$ cat src/rtl/audio_window_averager.sv
// rtl/audio_window_averager.sv - decimated block or moving average of a mic sample stream
// One sample per DECIM clocks; emits a window average plus a threshold flag.
module audio_window_averager #(
  parameter int DATA_W = 12,
  parameter int LOG2_N = 5,
  parameter int DECIM  = 10,
  parameter int MODE   = 0
) (
  input  logic              Clk_20khz,
  input  logic              Rst,
  input  logic              clr,
  input  logic [DATA_W-1:0] mic_in,
  input  logic [DATA_W-1:0] thresh,
  output logic [DATA_W-1:0] avg_out,
  output logic              avg_valid,
  output logic              over_thresh
);

  localparam int N     = 1 << LOG2_N;
  localparam int ACC_W = DATA_W + LOG2_N;
  localparam int DEC_W = (DECIM > 1) ? $clog2(DECIM) : 1;

  logic [DEC_W-1:0]  dec_q, dec_d;
  logic [ACC_W-1:0]  acc_q, acc_d;
  logic [LOG2_N-1:0] cnt_q, cnt_d;
  logic [LOG2_N-1:0] wp_q, wp_d;
  logic              full_q, full_d;
  logic [DATA_W-1:0] avg_q, avg_d;
  logic              valid_q, valid_d;
  logic              over_q, over_d;

  logic [DATA_W-1:0] ring_q [N];
  logic              ring_we;
  logic              tick;
  logic [ACC_W-1:0]  blk_sum, mov_sum, new_sum;
  logic [DATA_W-1:0] new_avg;

  assign tick = (dec_q == DEC_W'(DECIM - 1));

  // acc doubles as the running boxcar sum in moving mode; subtracting the
  // evicted sample first keeps the intermediate inside ACC_W bits.
  assign blk_sum = acc_q + ACC_W'(mic_in);
  assign mov_sum = (acc_q - (full_q ? ACC_W'(ring_q[wp_q]) : '0)) + ACC_W'(mic_in);
  assign new_sum = (MODE == 0) ? blk_sum : mov_sum;
  assign new_avg = new_sum[ACC_W-1:LOG2_N];
  assign ring_we = (MODE != 0) && tick && !clr;

  always_comb begin
    dec_d   = tick ? '0 : dec_q + DEC_W'(1);
    acc_d   = acc_q;
    cnt_d   = cnt_q;
    wp_d    = wp_q;
    full_d  = full_q;
    avg_d   = avg_q;
    valid_d = 1'b0;
    over_d  = over_q;
    if (clr) begin
      dec_d  = '0;
      acc_d  = '0;
      cnt_d  = '0;
      wp_d   = '0;
      full_d = 1'b0;
    end else if (tick) begin
      if (MODE == 0) begin
        if (cnt_q == LOG2_N'(N - 1)) begin
          acc_d   = '0;
          cnt_d   = '0;
          avg_d   = new_avg;
          over_d  = (new_avg >= thresh);
          valid_d = 1'b1;
        end else begin
          acc_d = blk_sum;
          cnt_d = cnt_q + LOG2_N'(1);
        end
      end else begin
        acc_d = mov_sum;
        wp_d  = wp_q + LOG2_N'(1);
        if (wp_q == LOG2_N'(N - 1)) full_d = 1'b1;
        if (full_d) begin
          avg_d   = new_avg;
          over_d  = (new_avg >= thresh);
          valid_d = 1'b1;
        end
      end
    end
  end

  always_ff @(posedge Clk_20khz or posedge Rst) begin
    if (Rst) begin
      dec_q   <= '0;
      acc_q   <= '0;
      cnt_q   <= '0;
      wp_q    <= '0;
      full_q  <= 1'b0;
      avg_q   <= '0;
      valid_q <= 1'b0;
      over_q  <= 1'b0;
    end else begin
      dec_q   <= dec_d;
      acc_q   <= acc_d;
      cnt_q   <= cnt_d;
      wp_q    <= wp_d;
      full_q  <= full_d;
      avg_q   <= avg_d;
      valid_q <= valid_d;
      over_q  <= over_d;
    end
  end

  // Stale entries are harmless: they are only read once full is set again.
  always_ff @(posedge Clk_20khz) begin
    if (ring_we) ring_q[wp_q] <= mic_in;
  end

  assign avg_out     = avg_q;
  assign avg_valid   = valid_q;
  assign over_thresh = over_q;

endmodule

$ cat config.mk
export PLATFORM = sky130hd
export DESIGN_NAME = audio_window_averager
export DESIGN_NICKNAME = d
export VERILOG_FILES = /design/src/rtl/audio_window_averager.sv
export SDC_FILE = /design/constraint.sdc
export NUM_CORES = 1
export LEC_CHECK = 0
export CORE_MARGIN = 1.5
export CORE_UTILIZATION = 54
export DETAILED_ROUTE_END_ITERATION = 7
export HOLD_SLACK_MARGIN = 0.1
export PLACE_DENSITY_LB_ADDON = 0.05
export SLEW_MARGIN = 20
export SYNTH_ARGS = -nofsm -noshare
export SYNTH_HDL_FRONTEND = slang
export SYNTH_SLANG_ARGS = --single-unit
$ cat constraint.sdc
create_clock -name Clk_20khz -period 4.15 [get_ports Clk_20khz]
set_clock_uncertainty 0.2 [all_clocks]
set_input_delay 0.83 -clock Clk_20khz [delete_from_list [all_inputs] [get_ports Clk_20khz]]
set_output_delay 0.83 -clock Clk_20khz [all_outputs]
set_load 0.05 [all_outputs]
==> summary by stage <==
Synthesis
Synthesis inferred 40 register bits. The count of cell types in the netlist is 47. The xor-xnor portion of the synthesized cell area is 6.256%.

The synthesized instance count is 259. For this run, asynchronously set or reset flops after synthesis account for 100.0%. The net count of the mapped netlist is 315. The mapped netlist covers 0.002620 mm². The synthesized netlist devotes 13.47% of its cell area to simple gates. For this run, the register share of the synthesized area comes to 38.20%.

The flip-flop cell with the highest count after synthesis is sky130_fd_sc_hd__dfrtp_1. Counting flops with a built-in enable in the synthesized netlist gives 0. After Yosys synthesis, full adders, half adders and majority gates account for 14.14% of the synthesized area.

The synthesized area per cell is 10.12 µm². Summing the areas of all compound-gate instances in the mapped netlist gives 19.05% of the synthesized area. The number of warning messages in the yosys log is 0. The dominant combinational cell family by area after synthesis is compound AO/OA/AOI/OAI gates. The share of cell area taken by muxes after synthesis is around 5.5%.

Worst hold path
The worst hold path begins at acc_q[3]. The hold-critical path depth is 2. For hold timing, the worst endpoint is acc_q[3]. The type of the most critical hold path is register to register.

STA
Of the available clock period, the critical path in the final layout requires 95.13%. The measured slew at the worst slew-check pin is 0.5957 ns. Derived from the worst setup path, the maximum achievable clock frequency is 253.3 MHz. The routed design could run at a clock period as short as 3.948 ns.

The worst hold slack is 0.2943 ns. Across all setup checks in the final design, the least slack found is between 0.2 and 0.25 ns. The relative slew slack is approximately 60%. The max-slew violation count came to 0. Setup violations remaining at the end of the flow were counted as 0. Setup repair after global routing left no endpoint under its margin. The final hold violation count is 0.

Layout
The multi-input gate area in the final layout is between 0.0015 and 0.002 mm². In the layout the commonest cells are 40 x sky130_fd_sc_hd__dfrtp_1, 40 x sky130_fd_sc_hd__clkdlybuf4s50_1, 28 x sky130_fd_sc_hd__ha_1. Relative to the synthesized area, the layout overhead comes to 24.98%.

Once layout is complete, the utilization of the core stands at ~70%. The number of diodes is 0. At the end of the flow, the number of nets in the layout was 372. The non-filler instance count after layout is 371. In the final layout, the share of cells above drive strength 1 is 16.09%. The number of fill cells in the layout is between 400 and 500. Summing all flip-flop and latch instances after layout gives 0.001001 mm².

Die
After floorplanning, the core was sized to cover 0.004692 mm². The top-level I/O count is 41. The initial core utilization is a little under three fifths. The standard-cell row count is 25.

The floorplan step set the die height to about 73 µm. In this run the horizontal extent of the chip is around 73 µm. The floorplan step defined a die boundary enclosing 0.005279 mm².

Clocking
For this design, the CTS-stage hold fixing added 0 buffers. The number of buffers created by CTS is 5. The number of buffers on the longest clock path is 2. The TritonCTS clock tree is done.

Clock tree synthesis found a total of 40 sinks. The H-tree was split into 2 levels. The cell sitting at the root of the clock tree is a sky130_fd_sc_hd__clkbuf_8. After clock tree synthesis, the repair step resized 0 gates. The source-to-sink clock delay at the later pin of the worst-skew pair is 0.29 ns.

The post-CTS setup buffer count is 0. The clock-pin slew on the worst setup and hold paths is ~0.080 ns.

Global routing
The global-route total usage across every layer is roughly 22%. The maximum number of pins on one net before global-route repair is 41. Summed over all layers, the global routing overflow is 0. The via count of the first global-routing pass came to about 2000. The first global-routing pass estimated 8.873 mm of wire. The initial antenna violation count is 0.

Setup path
STA classifies the critical path endpoint as a register. The critical path class is input port to register. Of all nets on the critical path, the largest fanout is 3. At the worst endpoint, the arrival time is 3.93 ns. STA classifies the critical path startpoint as an input port. In this run the critical register-to-register path is captured at over_thresh. The worst setup slack for register-to-register paths is approximately 0.77 ns. The worst endpoint required time is a little over 4 ns. The startpoint identified for the worst register-to-register timing path is acc_q[0]. The cell depth of the worst flop-to-flop path is 14.

Placement
The weighted congestion at the end of routability-driven global placement is 0.7976. The number of I/O port buffers is 40. Detailed placement finished with a half-perimeter wire length of 3.900 mm. Including well taps, the total number of placed cells is 363.

The pre-CTS setup slack is -0.2811 ns.

Job
The tool flagged a number of max-cap violations equal to 0.

Pwr
The peak supply drop is 164.0 µV. The power density over the cells is 230.0 mW/mm². For this design the static power due to leakage is 1.624 nW.

Route
After detailed routing, the average wire length per cell comes to 13.96 µm. The detailed router finished its first iteration with 64 violations. The first detailed-routing pass ran for 4 iterations.

In this run the remaining antenna-violating nets after routing total 0. The routed design has 5.181 mm of wire. The total number of vias is approximately 2000. After detailed routing, the number of vias per cell comes to 5.518. The DRC violation count after routing is 0.

Outcome
The run finished with clean final reports.
Yosys cell counts, drive strengths merged (3+ instances only):
cell type | number | share of area, %
ha | 28 | 13
a21oi | 19 | 4.5
mux2i | 4 | 1.5
o21bai | 3 | 0.86
a31oi | 5 | 1.4
nand3 | 7 | 1.5
dfrtp | 40 | 38
a22o | 7 | 2.4
o21ai | 19 | 3.6
xnor2 | 6 | 2.0
xor2 | 11 | 4.3
mux2 | 9 | 4.0
nand2 | 24 | 3.5
clkbuf | 4 | 0.57
inv | 15 | 2.1
a21o | 9 | 2.6
nor2b | 4 | 0.95
nor2 | 14 | 2.1
nand4 | 4 | 0.95
nand2b | 3 | 0.72
nor3 | 4 | 1.2
power breakdown:
group / internal (mW) / total (mW) / switching, mW
Clock: 0.136 / 0.266 / 0.130
Sequential: 0.392 / 0.394 / 0.00213
Combinational: 0.0474 / 0.0931 / 0.0457
Total: 0.575 / 0.753 / 0.178
metrics by stage:
stage	TNS, ns	area (µm²)	power [mW]
final	0	3274	0.7532
after detailed placement	-0.2811	3177	0.4959
after CTS	0	3267	0.7622
after global routing	0	3274	0.7887
after floorplan	0	2620	0.4524
after global placement	-0.2107	3177	0.4944
worst max-delay path by stage:
stage / slack (ns) / depth (start not counted) / start / endpoint
after floorplan: 0.31 / 14 / mic_in[0] / over_thresh
after global placement: -0.21 / 15 / mic_in[0] / over_thresh
after detailed placement: -0.28 / 15 / mic_in[0] / over_thresh
after CTS: 0.03 / 15 / mic_in[0] / over_thresh
after global routing: 0.04 / 15 / mic_in[0] / over_thresh
final: 0.20 / 15 / mic_in[0] / over_thresh
cell type report:
type                       instances  share of cell area, %
clock buffer                       8                  2.751
inverter                          15                  1.720
multi-input combinational        198                  47.00
sequential                        40                  30.57
tap                               54                  2.063
timing repair buffer              56                  15.90
metal layers:
layer,global-route usage [%],part of all wire (%),vias up
met4,6.499,1.6,0
met1,28.98,48,963
met3,4.558,3.6,9
met5,0,0,-
met2,35.68,47,39
li1,-,-,1036
state kept, by name (all words and copies together) (netlist names):
name	flops
avg_valid	1
over_thresh	1
cnt_q	5
avg_out	12
acc_q	17
dec_q	4
worst max-delay path, cell delays in order:
cell and delay (ns):
sky130_fd_sc_hd__clkdlybuf4s50_1 0.40, sky130_fd_sc_hd__ha_1 0.23, sky130_fd_sc_hd__fa_2 0.35, sky130_fd_sc_hd__a21o_2 0.21
sky130_fd_sc_hd__a311oi_2 0.25, sky130_fd_sc_hd__nor3_1 0.09, sky130_fd_sc_hd__nor3_2 0.16, sky130_fd_sc_hd__mux2i_1 0.30
sky130_fd_sc_hd__nand2_1 0.09, sky130_fd_sc_hd__ha_1 0.29, sky130_fd_sc_hd__a21o_1 0.18, sky130_fd_sc_hd__a21o_1 0.16
sky130_fd_sc_hd__a21oi_1 0.14, sky130_fd_sc_hd__a21oi_1 0.08, sky130_fd_sc_hd__o22a_1 0.17
cell families (layout without fill, tap and decap cells):
logic type,after synthesis,in the layout
AND/OR/NAND/NOR,69,69
buffers and inverters,21,79
AO/OA/AOI/OAI,70,70
multiplexers,13,13
flip-flops,40,40
adder cells (fa/ha/maj),29,29
XOR/XNOR,17,17
Power figures use the tool's default switching activity.
